$ cat config.mk
export PLATFORM = sky130hd
export DESIGN_NAME = blur_frame_sequencer
export DESIGN_NICKNAME = d
export VERILOG_FILES = /design/src/rtl/blur_pkg.sv /design/src/rtl/blur_frame_sequencer_credit.sv /design/src/rtl/blur_frame_sequencer.sv
export SDC_FILE = /design/constraint.sdc
export NUM_CORES = 1
export LEC_CHECK = 0
export ABC_CLOCK_PERIOD_IN_PS = 3800
export BUFFER_PORTS_ARGS = -buffer_cell sky130_fd_sc_hd__buf_4
export CORE_MARGIN = 1
export CORE_UTILIZATION = 40
export DETAILED_ROUTE_END_ITERATION = 10
export SYNTH_ARGS = -nofsm -noshare
export SYNTH_HDL_FRONTEND = slang
export SYNTH_SLANG_ARGS = --single-unit
$ cat constraint.sdc
create_clock -name i_clk -period 3.8 [get_ports i_clk]
set_clock_uncertainty 0.05 [all_clocks]
set_input_delay 0.38 -clock i_clk [delete_from_list [all_inputs] [get_ports i_clk]]
set_output_delay 0.38 -clock i_clk [all_outputs]
set_load 0.03 [all_outputs]
$ cat src/rtl/blur_pkg.sv
// Shared state encoding, default geometry and width helper for the blur frame sequencer.
package blur_pkg;

    localparam int IMG_WIDTH_DEF  = 512;
    localparam int IMG_HEIGHT_DEF = 512;
    localparam int PIX_W_DEF      = 8;
    localparam int NUM_LB_DEF     = 4;
    localparam int CRED_W         = 3;

    localparam logic [2:0] ST_IDLE  = 3'd0;
    localparam logic [2:0] ST_LOAD  = 3'd1;
    localparam logic [2:0] ST_SEND  = 3'd2;
    localparam logic [2:0] ST_WAIT  = 3'd3;
    localparam logic [2:0] ST_DRAIN = 3'd4;
    localparam logic [2:0] ST_DONE  = 3'd5;

    typedef enum logic [2:0] {
        IDLE  = ST_IDLE,
        LOAD  = ST_LOAD,
        SEND  = ST_SEND,
        WAIT  = ST_WAIT,
        DRAIN = ST_DRAIN,
        DONE  = ST_DONE
    } seq_state_t;

    // Bits needed to hold values 0..n-1, never less than one.
    function automatic int cnt_w(input int n);
        return (n <= 2) ? 1 : $clog2(n);
    endfunction

endpackage

$ cat src/rtl/blur_frame_sequencer_credit.sv
// Line-buffer credit counter: one credit per free downstream line buffer, sticky overflow flag.
module line_credit_counter
    import blur_pkg::*;
#(
    parameter int NUM_LB = NUM_LB_DEF
) (
    input  logic              clk_i,
    input  logic              rst_ni,
    input  logic              load_i,
    input  logic              clr_err_i,
    input  logic              inc_i,
    input  logic              dec_i,
    output logic [CRED_W-1:0] credits_o,
    output logic              err_o
);

    localparam logic [CRED_W-1:0] FULL = CRED_W'(NUM_LB);

    logic [CRED_W-1:0] credits_q, credits_d;
    logic              err_q, err_d;

    // A freed buffer arriving with a line completion cancels out.
    always_comb begin
        credits_d = credits_q;
        err_d     = err_q;
        if (clr_err_i) begin
            err_d = 1'b0;
        end
        if (load_i) begin
            credits_d = FULL;
        end else if (inc_i && !dec_i) begin
            if (credits_q == FULL) begin
                err_d = 1'b1;
            end else begin
                credits_d = credits_q + CRED_W'(1);
            end
        end else if (dec_i && !inc_i) begin
            credits_d = credits_q - CRED_W'(1);
        end
    end

    always_ff @(posedge clk_i or negedge rst_ni) begin
        if (!rst_ni) begin
            credits_q <= '0;
            err_q     <= 1'b0;
        end else begin
            credits_q <= credits_d;
            err_q     <= err_d;
        end
    end

    assign credits_o = credits_q;
    assign err_o     = err_q;

endmodule

$ cat src/rtl/blur_frame_sequencer.sv
// Credit-based line scheduler feeding the 4-line-buffer 3x3 blur front end.
// BLUR_EDGE_PAD_EN adds a zero pad line above and below the source frame.
module blur_frame_sequencer
    import blur_pkg::*;
#(
    parameter int IMG_WIDTH  = IMG_WIDTH_DEF,
    parameter int IMG_HEIGHT = IMG_HEIGHT_DEF,
    parameter int PIX_W      = PIX_W_DEF,
    parameter int NUM_LB     = NUM_LB_DEF
) (
    input  logic                              i_clk,
    input  logic                              i_rst_n,
    input  logic                              i_start,
    input  logic                              i_abort,
    input  logic [PIX_W-1:0]                  i_src_data,
    input  logic                              i_src_valid,
    output logic                              o_src_ready,
    output logic [PIX_W-1:0]                  o_pixel_data,
    output logic                              o_pixel_data_valid,
    input  logic                              i_intr,
    output logic                              o_busy,
    output logic                              o_done,
    output logic                              o_err,
    output logic [$clog2(IMG_HEIGHT+3)-1:0]   o_lines_sent,
    output seq_state_t                        o_state
);

`ifdef BLUR_EDGE_PAD_EN
    localparam int TOTAL_LINES = IMG_HEIGHT + 2;
`else
    localparam int TOTAL_LINES = IMG_HEIGHT;
`endif
    localparam int EXP_INTR = TOTAL_LINES - 2;
    localparam int PIX_CW   = cnt_w(IMG_WIDTH);
    localparam int LINES_W  = $clog2(IMG_HEIGHT + 3);

    localparam logic [PIX_CW-1:0]  LAST_PIX   = PIX_CW'(IMG_WIDTH - 1);
    localparam logic [LINES_W-1:0] LAST_LINE  = LINES_W'(TOTAL_LINES - 1);
    localparam logic [LINES_W-1:0] ALL_LINES  = LINES_W'(TOTAL_LINES);
    localparam logic [LINES_W:0]   EXP_INTR_W = (LINES_W + 1)'(EXP_INTR);

    seq_state_t         state_q, state_d;
    logic [PIX_CW-1:0]  pix_q, pix_d;
    logic [LINES_W-1:0] line_q, line_d;
    logic [LINES_W-1:0] intr_q, intr_d;
    logic [PIX_W-1:0]   data_q, data_d;
    logic               valid_q, valid_d;
    logic               busy_q;

    logic [CRED_W-1:0]  credits;
    logic               cred_err;
    logic               pad_line, send_ok, beat, line_done, inc;
    logic [LINES_W:0]   intr_sum;

`ifdef BLUR_EDGE_PAD_EN
    assign pad_line = (line_q == '0) || (line_q == LAST_LINE);
`else
    assign pad_line = 1'b0;
`endif

    // Pad lines are generated internally, so they advance without the source.
    assign send_ok     = (state_q == SEND) && (credits != '0);
    assign o_src_ready = send_ok && !pad_line;
    assign beat        = send_ok && (pad_line || i_src_valid);
    assign line_done   = beat && (pix_q == LAST_PIX);
    assign inc         = i_intr && (state_q != IDLE) && (state_q != LOAD);
    assign intr_sum    = {1'b0, intr_q} + {{LINES_W{1'b0}}, inc};

    line_credit_counter #(.NUM_LB(NUM_LB)) u_credit (
        .clk_i     (i_clk),
        .rst_ni    (i_rst_n),
        .load_i    (state_q == LOAD),
        .clr_err_i ((state_q == IDLE) && i_start),
        .inc_i     (inc),
        .dec_i     (line_done),
        .credits_o (credits),
        .err_o     (cred_err)
    );

    always_comb begin
        state_d = state_q;
        case (state_q)
            IDLE:  if (i_start) state_d = LOAD;
            LOAD:  state_d = SEND;
            SEND: begin
                if (line_done) begin
                    if (!inc && (credits == CRED_W'(1))) begin
                        state_d = WAIT;
                    end else if (line_q == LAST_LINE) begin
                        state_d = DRAIN;
                    end
                end
            end
            WAIT:  if (credits != '0) state_d = (line_q == ALL_LINES) ? DRAIN : SEND;
            DRAIN: if (intr_sum >= EXP_INTR_W) state_d = DONE;
            DONE:  state_d = IDLE;
            default: state_d = IDLE;
        endcase
        if (i_abort && (state_q != IDLE)) begin
            state_d = IDLE;
        end
    end

    always_comb begin
        pix_d   = pix_q;
        line_d  = line_q;
        intr_d  = intr_q;
        data_d  = data_q;
        valid_d = beat && !i_abort;
        if (state_q == LOAD) begin
            pix_d  = '0;
            line_d = '0;
            intr_d = '0;
        end else begin
            if (beat) begin
                pix_d  = (pix_q == LAST_PIX) ? '0 : pix_q + PIX_CW'(1);
                data_d = pad_line ? '0 : i_src_data;
            end
            if (line_done) line_d = line_q + LINES_W'(1);
            if (inc)       intr_d = intr_q + LINES_W'(1);
        end
    end

    always_ff @(posedge i_clk or negedge i_rst_n) begin
        if (!i_rst_n) begin
            state_q <= IDLE;
            pix_q   <= '0;
            line_q  <= '0;
            intr_q  <= '0;
            data_q  <= '0;
            valid_q <= 1'b0;
            busy_q  <= 1'b0;
        end else begin
            state_q <= state_d;
            pix_q   <= pix_d;
            line_q  <= line_d;
            intr_q  <= intr_d;
            data_q  <= data_d;
            valid_q <= valid_d;
            busy_q  <= state_d inside {SEND, WAIT, DRAIN};
        end
    end

    assign o_pixel_data       = data_q;
    assign o_pixel_data_valid = valid_q;
    assign o_busy             = busy_q;
    assign o_done             = (state_q == DONE);
    assign o_err              = cred_err;
    assign o_lines_sent       = line_q;
    assign o_state            = state_q;

endmodule
==> flow_summary_export.csv <==
group,metric,value,unit
setup_path,cp_common_cell,"and3_1",
sta,max_slew_margin,0.480,
pwr,switching_share,0.342,
synth,synth.most_common_cell,"dfrtp_1",
setup_path,path_class,"reg2reg",
pwr,switching_power,559,uW
setup_path,cp_max_fo,13,
synth,syn_avg_cell_area,9.72,um2
sta,hold_violations,0,
floorplan,core.rowCount,29,
global_route,grt_overflow,0,
placed_design,io_buffers,39,
sta,rsz0062_at_grt,"false",
floorplan,initial_core_util,0.413,
synth,ys_seq_area_frac,0.442,
pwr,powerDensity,529,mW/mm2
synth,synth_area_leader_cell,"dfrtp_1",
global_route,grt_pass1_wl,9170,um
sta,worstMarginPinSlew,0.777,ns
setup_path,crit_cells,11,
clock_tree,clock-sinks,46,
finish,stdcell_area,0.00308,mm2
setup_path,critPathCaptureType,"flop",
finish,utilization,0.488,
placed_design,gp_congestion,0.897,
sta,fmax,324,MHz
synth,synth_top_cell_area_share,0.442,
setup_path,slowest_delay,0.41,ns
finish,layout.nets,332,
pwr,p_total,1630,uW
clock_tree,root_buffer,"clkbuf_8",
pwr,total_leakage_power,0.00142,uW
sta,slew_violations,0,
synth,ys_ff_latch,46,
synth,synth_common_cells,"46 x dfrtp_1, 28 x nor2_1, 17 x nand2_1, 15 x o21ai_0",
finish,syn2layout_area_growth,18.3,%
setup_path,rr_worst_depth,11,
finish,multiInputGateArea,0.00133,mm2
pwr,pwr-share-seq,0.402,
detailed_routing,num_vias,2052,
sta,period_share,0.813,
finish,regArea,0.00115,mm2
setup_path,critPathBufInv,0,
setup_path,worstPathCellList,"ha_1 > and3_1 > and3_1 > and3_1 > ha_1 > and4bb_1 > nand3_2 > ha_1 > and3_1 > o31ai_1 > o311ai_0",
detailed_routing,drc_errors,0,
sta,setup_viol,0,
synth,synth_area_leaders,"dfrtp_1 44%, ha_1 6.2%, xnor2_1 4.7%, nor2_1 4.0%, mux2_2 3.5%",
placed_design,place_hpwl,3830,um
clock_tree,path_clk_slew,0.09,ns
synth,ys.flop_type,"dfrtp_1",
detailed_routing,drtIter0Drc,105,
synth,synthDistinctLibCells,46,
setup_path,startpoint,"pix_q[0]",
outcome,status,"completed",
detailed_routing,antenna_left,0,
flow_run,drv_cap,0,
pwr,irDropWorstVdd,335,uV
setup_path,crit_required,3.92,ns
sta,timing.final.ws_setup,0.709,ns
detailed_routing,wl_per_cell,14.3,um
floorplan,die_w,82.7,um
placed_design,preCtsSetupSlack,0.740,ns
setup_path,path_delay_family,"simple AND/OR/NAND/NOR gates",
detailed_routing,viasPerCell,5.36,
floorplan,core,0.00631,mm2
clock_tree,cts-buffers-inserted,5,
pwr,p_int,1070,uW
clock_tree,postCtsSetupRepairBufs,0,
clock_tree,cts_buffer_depth,2,
sta,min_period,3.09,ns
global_route,grt_pass1_vias,1908,
clock_tree,htree_num_levels,2,
clock_tree,cts_tree,"done",
setup_path,crit_slowest_cell,"dfrtp_1",
synth,ys_async_sr_fraction,1.00,
detailed_routing,dr.pass1.iters,4,
clock_tree,cts_resized,0,
floorplan,die_h,82.7,um
setup_path,cp-start-kind,"flop",
clock_tree,clock_latency,0.30,ns
clock_tree,cts_hold_buf,0,
global_route,antenna_found_initial,0,
synth,syn_nets,295,
pwr,p_comb_frac,0.320,
setup_path,cp.arrival,3.21,ns
pwr,clkPwrFrac,0.278,
global_route,grt_max_degree,47,
synth,synth_warnings,0,
finish,fillers,606,
sta,tns,0,ns
synth,synth_edf_count,0,
floorplan,io_pins,40,
placed_design,postPlaceCellArea,0.00294,mm2
detailed_routing,wl,5460,um
finish,drive_gt1_frac,0.216,
synth,postSynthCellCount,268,
floorplan,die-area,0.00684,mm2
finish,antenna_cells,0,
hold_path,hp-class,"in2async",
setup_path,r2r-start,"pix_q[0]",
global_route,grt_usage,0.177,
synth,synth_area,0.00260,mm2
## state kept, by name, summed over array words and instances, names as in the netlist
signal              cells
u_credit.err_o          1
intr_q                 10
o_lines_sent           10
o_pixel_data_valid      1
o_state                 3
u_credit.credits_o      3
o_busy                  1
o_pixel_data            8
pix_q                   9
## kinds of logic after synthesis
kind of cell | synth area share
muxes | 0.0543
buffers and inverters | 0.0485
DFF | 0.442
adders and majority gates | 0.0624
AOI/OAI and AO/OA | 0.101
and+or+nand+nor | 0.221
xor gates and xnor gates | 0.0706
## metrics by stage
| stage | cells | hold WS, ns |
|---|---|---|
| CTS | 383 | 0.0464 |
| global route | 383 | 0.0689 |
| floorplan | 268 | 0.0344 |
| detailed placement | 375 | 0.383 |
| global placement | 375 | 0.382 |
| finish | 383 | 0.0147 |
## path summary, 6_finish.rpt
path / endpoint / slack [ns]
hold reg to reg: o_pixel_data[4] / 0.46
setup / recovery: u_credit.credits_o[2] / 0.71
min in group i_clk: u_credit.err_o / 0.21
hold / removal: o_pixel_data_valid / 0.01
max in group asynchronous: intr_q[2] / 3.26
setup reg to reg: u_credit.credits_o[2] / 0.71
## power by group through the flow
stage | registers (uW) | logic [uW] | clock network [uW]
after floorplan | 754 | 258 | 0
after global placement | 660 | 521 | 0
after detailed placement | 664 | 527 | 0
after CTS | 655 | 527 | 469
after global routing | 673 | 585 | 492
final | 655 | 522 | 453
## area by class of cell
class | instances | area share
clock buffer | 6 | 0.0268
inverter | 14 | 0.0170
multi-input combinational | 197 | 0.432
tap | 77 | 0.0312
sequential | 46 | 0.373
clock inverter | 2 | 0.0195
timing repair buffer | 41 | 0.0998
## routing by layer
layer / global-route usage / vias to the layer above / wire length [um]
li1: - / 1022 / -
met3: 0.0374 / 6 / 222
met2: 0.267 / 44 / 2420
met1: 0.255 / 980 / 2760
met4: 0.0466 / 0 / 63
met5: 0 / - / 0
## cell usage in the layout (no fill, tap or decap), types with 7 or more instances in the layout
master / count
nand4_1: 9
buf_4: 41
mux2_2: 8
a21oi_1: 10
nand2_1: 17
dfrtp_1: 46
nor3_1: 10
xor2_1: 7
and3_1: 7
nor4_1: 8
o21ai_0: 15
nor2_1: 28
ha_1: 13
inv_1: 14
xnor2_1: 14
nand3_1: 11
(Power assumes the default switching activity.)
